--- src/rtl/fir_avg_sched_if.sv ---
// rtl/fir_avg_sched_if.sv - channel-input and result-output bundle for fir_avg_sched
interface fir_avg_sched_if #(
    parameter int W   = 16,
    parameter int NCH = 4
);
    localparam int CW = (NCH > 1) ? $clog2(NCH) : 1;

    logic [NCH*W-1:0] in_data;
    logic [NCH-1:0]   in_valid;
    logic [NCH-1:0]   in_ready;
    logic [NCH-1:0]   hist_clr;
    logic [W+1:0]     out_data;
    logic [CW-1:0]    out_ch;
    logic             out_valid;
    logic             out_ready;

    modport master (
        output in_data, in_valid, hist_clr, out_ready,
        input  in_ready, out_data, out_ch, out_valid
    );

    modport slave (
        input  in_data, in_valid, hist_clr, out_ready,
        output in_ready, out_data, out_ch, out_valid
    );
endinterface

--- src/rtl/fir_avg_sched.sv ---
// rtl/fir_avg_sched.sv - round-robin scheduler sharing one 4-tap sum datapath among NCH channels
// Define FIR_SCHED_AVG_EN to emit the truncating 4-tap average instead of the full sum.
module fir_avg_sched #(
    parameter int W   = 16,
    parameter int NCH = 4
) (
    input logic            clk,
    input logic            rst,
    fir_avg_sched_if.slave bus
);
    localparam int CW = (NCH > 1) ? $clog2(NCH) : 1;
    localparam int SW = W + 2;

    logic [W-1:0]  h_q [NCH][3];
    logic [W-1:0]  h_d [NCH][3];
    logic [CW-1:0] p_q, p_d;
    logic          out_valid_q, out_valid_d;
    logic [SW-1:0] out_data_q, out_data_d;
    logic [CW-1:0] out_ch_q, out_ch_d;

    logic [W-1:0]  in_word [NCH];
    logic          hi_found, lo_found, gnt_found;
    logic [CW-1:0] hi_idx, lo_idx, gnt_idx;
    logic          stall, accept, clr_g;
    logic [W-1:0]  x;
    logic [SW-1:0] sum, out_word;

    always_comb begin
        for (int i = 0; i < NCH; i++) begin
            in_word[i] = bus.in_data[i*W +: W];
        end
    end

    // Two priority searches: channels at/after the pointer win over the wrapped-around ones.
    always_comb begin
        hi_found = 1'b0;
        lo_found = 1'b0;
        hi_idx   = '0;
        lo_idx   = '0;
        for (int i = NCH - 1; i >= 0; i--) begin
            if (bus.in_valid[i]) begin
                lo_found = 1'b1;
                lo_idx   = CW'(i);
                if (CW'(i) >= p_q) begin
                    hi_found = 1'b1;
                    hi_idx   = CW'(i);
                end
            end
        end
        gnt_found = hi_found | lo_found;
        gnt_idx   = hi_found ? hi_idx : lo_idx;
    end

    assign stall  = out_valid_q & ~bus.out_ready;
    assign accept = gnt_found & ~stall & ~rst;
    assign x      = in_word[gnt_idx];
    assign clr_g  = bus.hist_clr[gnt_idx];
    assign sum    = SW'(x) + (clr_g ? SW'(0)
                    : (SW'(h_q[gnt_idx][0]) + SW'(h_q[gnt_idx][1]) + SW'(h_q[gnt_idx][2])));

`ifdef FIR_SCHED_AVG_EN
    assign out_word = {2'b00, sum[SW-1:2]};
`else
    assign out_word = sum;
`endif

    always_comb begin
        bus.in_ready = '0;
        if (accept) begin
            bus.in_ready[gnt_idx] = 1'b1;
        end
    end

    always_comb begin
        for (int i = 0; i < NCH; i++) begin
            for (int t = 0; t < 3; t++) begin
                h_d[i][t] = bus.hist_clr[i] ? '0 : h_q[i][t];
            end
            if (accept && (gnt_idx == CW'(i))) begin
                h_d[i][0] = x;
                h_d[i][1] = bus.hist_clr[i] ? '0 : h_q[i][0];
                h_d[i][2] = bus.hist_clr[i] ? '0 : h_q[i][1];
            end
        end
    end

    always_comb begin
        p_d         = p_q;
        out_valid_d = out_valid_q;
        out_data_d  = out_data_q;
        out_ch_d    = out_ch_q;
        if (accept) begin
            p_d         = (gnt_idx == CW'(NCH - 1)) ? '0 : gnt_idx + CW'(1);
            out_valid_d = 1'b1;
            out_data_d  = out_word;
            out_ch_d    = gnt_idx;
        end else if (bus.out_ready) begin
            out_valid_d = 1'b0;
        end
    end

    always_ff @(posedge clk) begin
        if (rst) begin
            for (int i = 0; i < NCH; i++) begin
                for (int t = 0; t < 3; t++) begin
                    h_q[i][t] <= '0;
                end
            end
            p_q         <= '0;
            out_valid_q <= 1'b0;
            out_data_q  <= '0;
            out_ch_q    <= '0;
        end else begin
            for (int i = 0; i < NCH; i++) begin
                for (int t = 0; t < 3; t++) begin
                    h_q[i][t] <= h_d[i][t];
                end
            end
            p_q         <= p_d;
            out_valid_q <= out_valid_d;
            out_data_q  <= out_data_d;
            out_ch_q    <= out_ch_d;
        end
    end

    assign bus.out_valid = out_valid_q;
    assign bus.out_data  = out_data_q;
    assign bus.out_ch    = out_ch_q;
endmodule

--- src/flat_wrapper.sv ---
// flat-port wrapper written by rule: the top's interface ports become plain ports
module fir_avg_sched_flat 
#(
    parameter int W   = 16,
    parameter int NCH = 4
)
  (clk, rst, bus_in_data, bus_in_valid, bus_hist_clr, bus_out_ready, bus_in_ready, bus_out_data, bus_out_ch, bus_out_valid);
  fir_avg_sched_if #(.W(W), .NCH(NCH)) bus_i ();
  input logic clk;
  input logic rst;
  input wire logic [$bits(bus_i.in_data)-1:0] bus_in_data;
  input wire logic [$bits(bus_i.in_valid)-1:0] bus_in_valid;
  input wire logic [$bits(bus_i.hist_clr)-1:0] bus_hist_clr;
  input wire logic [$bits(bus_i.out_ready)-1:0] bus_out_ready;
  output wire logic [$bits(bus_i.in_ready)-1:0] bus_in_ready;
  output wire logic [$bits(bus_i.out_data)-1:0] bus_out_data;
  output wire logic [$bits(bus_i.out_ch)-1:0] bus_out_ch;
  output wire logic [$bits(bus_i.out_valid)-1:0] bus_out_valid;
  assign bus_i.in_data = bus_in_data;
  assign bus_i.in_valid = bus_in_valid;
  assign bus_i.hist_clr = bus_hist_clr;
  assign bus_i.out_ready = bus_out_ready;
  assign bus_in_ready = bus_i.in_ready;
  assign bus_out_data = bus_i.out_data;
  assign bus_out_ch = bus_i.out_ch;
  assign bus_out_valid = bus_i.out_valid;
  fir_avg_sched #(.W(W), .NCH(NCH)) u_core (.clk(clk), .rst(rst), .bus(bus_i));
endmodule
--- config.mk ---
export PLATFORM = sky130hd
export DESIGN_NAME = fir_avg_sched_flat
export DESIGN_NICKNAME = d
export VERILOG_FILES = /design/src/rtl/fir_avg_sched_if.sv /design/src/rtl/fir_avg_sched.sv /design/src/flat_wrapper.sv
export SDC_FILE = /design/constraint.sdc
export NUM_CORES = 1
export LEC_CHECK = 0
export CAP_MARGIN = 40
export CORE_MARGIN = 1
export CORE_UTILIZATION = 45
export DETAILED_ROUTE_END_ITERATION = 10
export PLACE_DENSITY_LB_ADDON = 0.3
export SLEW_MARGIN = 20
export SYNTH_ARGS = -nofsm -noshare
export SYNTH_HDL_FRONTEND = slang
export SYNTH_SLANG_ARGS = --single-unit
--- constraint.sdc ---
create_clock -name clk -period 19.57 [get_ports clk]
set_input_delay 3.914 -clock clk [delete_from_list [all_inputs] [get_ports clk]]
set_output_delay 3.914 -clock clk [all_outputs]
set_load 0.02 [all_outputs]
==> impl_metrics.yaml <==
route:
  wirelength_met1_mm: 14.2
  totalWireLength_mm: 34.6
  route.met2.wl_mm: 16.6
  number_of_iterations_in_the_first_detailed_routing_pass: 5
  drt-vias-per-instance: 5.74
  dr.max_layer_used: "met4"
  remaining_drc_errors: 0
  route.antenna.remaining_nets: 0
  detailroute.via_count: 10888
  dr.first_iter.drc_count: 822
  route.detailed.wl_per_inst_um: 18.2
  routed-wl-met3_mm: 1.92
cells_and_area:
  antenna-diode-count: 0
  area_delta_synth_final_pct: 17.8
  layout-drive-gt1-share: 0.0658
  fin_nets: 1682
  layout.core_utilization: 0.544
placement:
  port_buffers: 99
  globalplace.congestion: 0.901
  dpl.hpwl_mm: 24.0
job:
  timing.max_cap.violations: 0
timing:
  max_slew_margin: 0.492
  hold_violations: 0
  report.final.setup_viol: 0
  worst_pin_slew_ps: 762
  layout_min_cycle_time_ps: 11550
  part_of_the_cycle_the_worst_path_needs: 0.590
  clock-skew-final_ps: 10.9
  finalSetupTns_ps: 0
  slew_viol_final: 0
  grt_setup_unrepaired: "no"
  max_clock_freq_ghz: 0.0866
global_route:
  gr-usage-all-layers: 0.259
  largest_net_degree_at_the_start_of_global_routing: 73
  initial_antenna_violation_count: 0
  grt_overflow: 0
  first_global_vias: 10375
  grt_first_pass_wirelength_mm: 54.1
floorplan:
  die_width_um: 163
  die-area_um2: 26700
  ioPinCount: 100
  die_height_um: 163
  initial_utilization: 0.462
  coreArea_um2: 25400
  std_cell_rows: 58
setup_path:
  cp_top_family: "buffers and inverters"
  cp.required_ps: 15660
  setup.worst_path.start_class: "input pin"
  worstSetupPathType: "in2out"
  critPathMaxStageDelay_ps: 680
  cp.arrival_ps: 7640
  cp_cell_sequence: "clkdlybuf4s50_1, inv_1, a22o_1, a211o_4, inv_4, buf_4, ha_1, and2_1, buf_4, clkdlybuf4s50_1"
  endpoint_kind: "primary output"
  cp_num_buf_inv: 6
  crit_path_top_delay_cell: "clkdlybuf4s50_1"
  crit_fanout: 63
clocking:
  post-cts-setup-buffer-count: 0
  clk_root_buffer_cell: "clkbuf_16"
  clkTransAtPathRegs_ps: 60
  clkSinkCount: 215
  cts_htree_levels: 1
  ctsResizeCount: 0
  cts-hold-fix-buffers: 0
  number_of_buffers_between_clock_root_and_the_deepest_sink: 3
  insertion_delay_ps: 520
  clock_tree_from_tritoncts: "done"
  tritoncts.num_buffers: 23
logic_synthesis:
  yosysMostFrequentCell: "nand2_1"
  synth-edff-count: 32
  synth_area_leader_cell: "dfxtp_1"
  leading_post_synthesis_cells_by_cell_area: "dfxtp_1 31%, nand2_1 13%, edfxtp_1 8.2%"
  synth_xor_area_frac: 0.0276
  synthSimpleGateAreaFrac: 0.278
  synth_top_family_by_area: "simple AND/OR/NAND/NOR gates"
  postSynthAreaPerCell_um2: 7.87
  synth_seq_area_share: 0.394
  synth_warnings: 0
  syn-instance-count: 1491
  synth-async-reset-ratio: 0
  synth_top_area_frac: 0.312
  postSynth.topFlopCell: "dfxtp_1"
  muxShareOfSynthArea: 0.00469
  synth.distinct_cells: 66
  synth_compound_gate_area_share: 0.190
  ys_top_cells_by_count: "416 x nand2_1, 183 x dfxtp_1, 130 x a21oi_1"
  syn-num-nets: 1624
  synth-adder-area-share: 0.0638
  area_of_the_mapped_netlist_um2: 11700
  ys_seq_elements: 215
power:
  cellLeakagePower_nw: 5.18
  vdd_ir_drop_max_mv: 0.0806
  pwr_density_cell_nw_per_um2: 142
worst_hold_path:
  hold_class: "reg2reg"
run_status:
  outcome: "finished clean"
logic make-up after synthesis:
family	count (synthesis)
simple gates	711
compound gates	339
flops	215
buf+inv	126
fa+ha+maj	58
xor+xnor	37
mux	5
cell usage in the layout (no fill, tap or decap), drive strengths merged, types with 7 or more instances in the layout:
master,instances
clkbuf,36
nand2,416
xnor2,20
and2,38
edfxtp,32
clkdlybuf4s50,98
a21oi,131
nand3b,19
a22o,64
dfxtp,183
o21ai,34
nor3,18
nand2b,10
nor2b,11
nor3b,33
nand3,13
a31oi,64
and3,67
inv,23
buf,39
a21o,7
ha,55
xor2,17
nor2,75
power by group:
part / internal [W] / switching (W) / total (W)
Combinational: 0.000417 / 0.000606 / 0.00102
Sequential: 0.000485 / 0.0000219 / 0.000507
Clock: 0.000253 / 0.000178 / 0.000431
final timing paths:
| check | endpoint | cells after the start | slack, ps | startpoint |
|---|---|---|---|---|
| worst max-delay path | bus_in_ready[1] | 10 | 8020 | bus_in_valid[3] |
| worst min register to register | u_core.h_q[2][13] | 2 | 450 | u_core.h_q[2][13] |
| worst max register to register | u_core.bus.out_data[15] | 32 | 11610 | u_core.p_q[0] |
| worst min-delay path | u_core.h_q[2][13] | 2 | 450 | u_core.h_q[2][13] |
final cells by class:
cell class	count	area [um2]
fill	2390	11600
multi-input combinational	1150	6660
sequential	215	4620
timing repair buffer	137	1310
clock buffer	36	644
tap	330	413
clock inverter	6	88.8
inverter	22	85.1
flip-flops by register name (all words and copies together) (netlist names):
register and flops:
u_core.bus.out_valid 1, u_core.bus.out_ch 2, u_core.bus.out_data 18, u_core.h_q 192, u_core.p_q 2
layer usage:
layer / GRT usage / vias up
li1: - / 5266
met1: 0.310 / 5179
met2: 0.448 / 352
met3: 0.0356 / 91
met4: 0.136 / 0
met5: 0 / -
metrics by stage:
stage	power, W	hold WS, ps	std cells	cell area (um2)	setup slack (ps)
detailed placement	0.00153	447	1854	13100	7550
finish	0.00196	454	1896	13800	8020
global route	0.00209	475	1896	13800	7420
floorplan	0.00125	437	1491	11700	9320
CTS	0.00196	455	1896	13800	8030
global placement	0.00150	442	1848	13000	7690
worst register-to-register path: cells and delay by family, from the launching register on:
family | cells | cell delay, ps
buf+inv | 5 | 1400
flops | 1 | 330
simple gates | 8 | 1030
xor+xnor | 2 | 320
fa+ha+maj | 4 | 1310
compound gates | 13 | 3510
(Power assumes the default switching activity.)
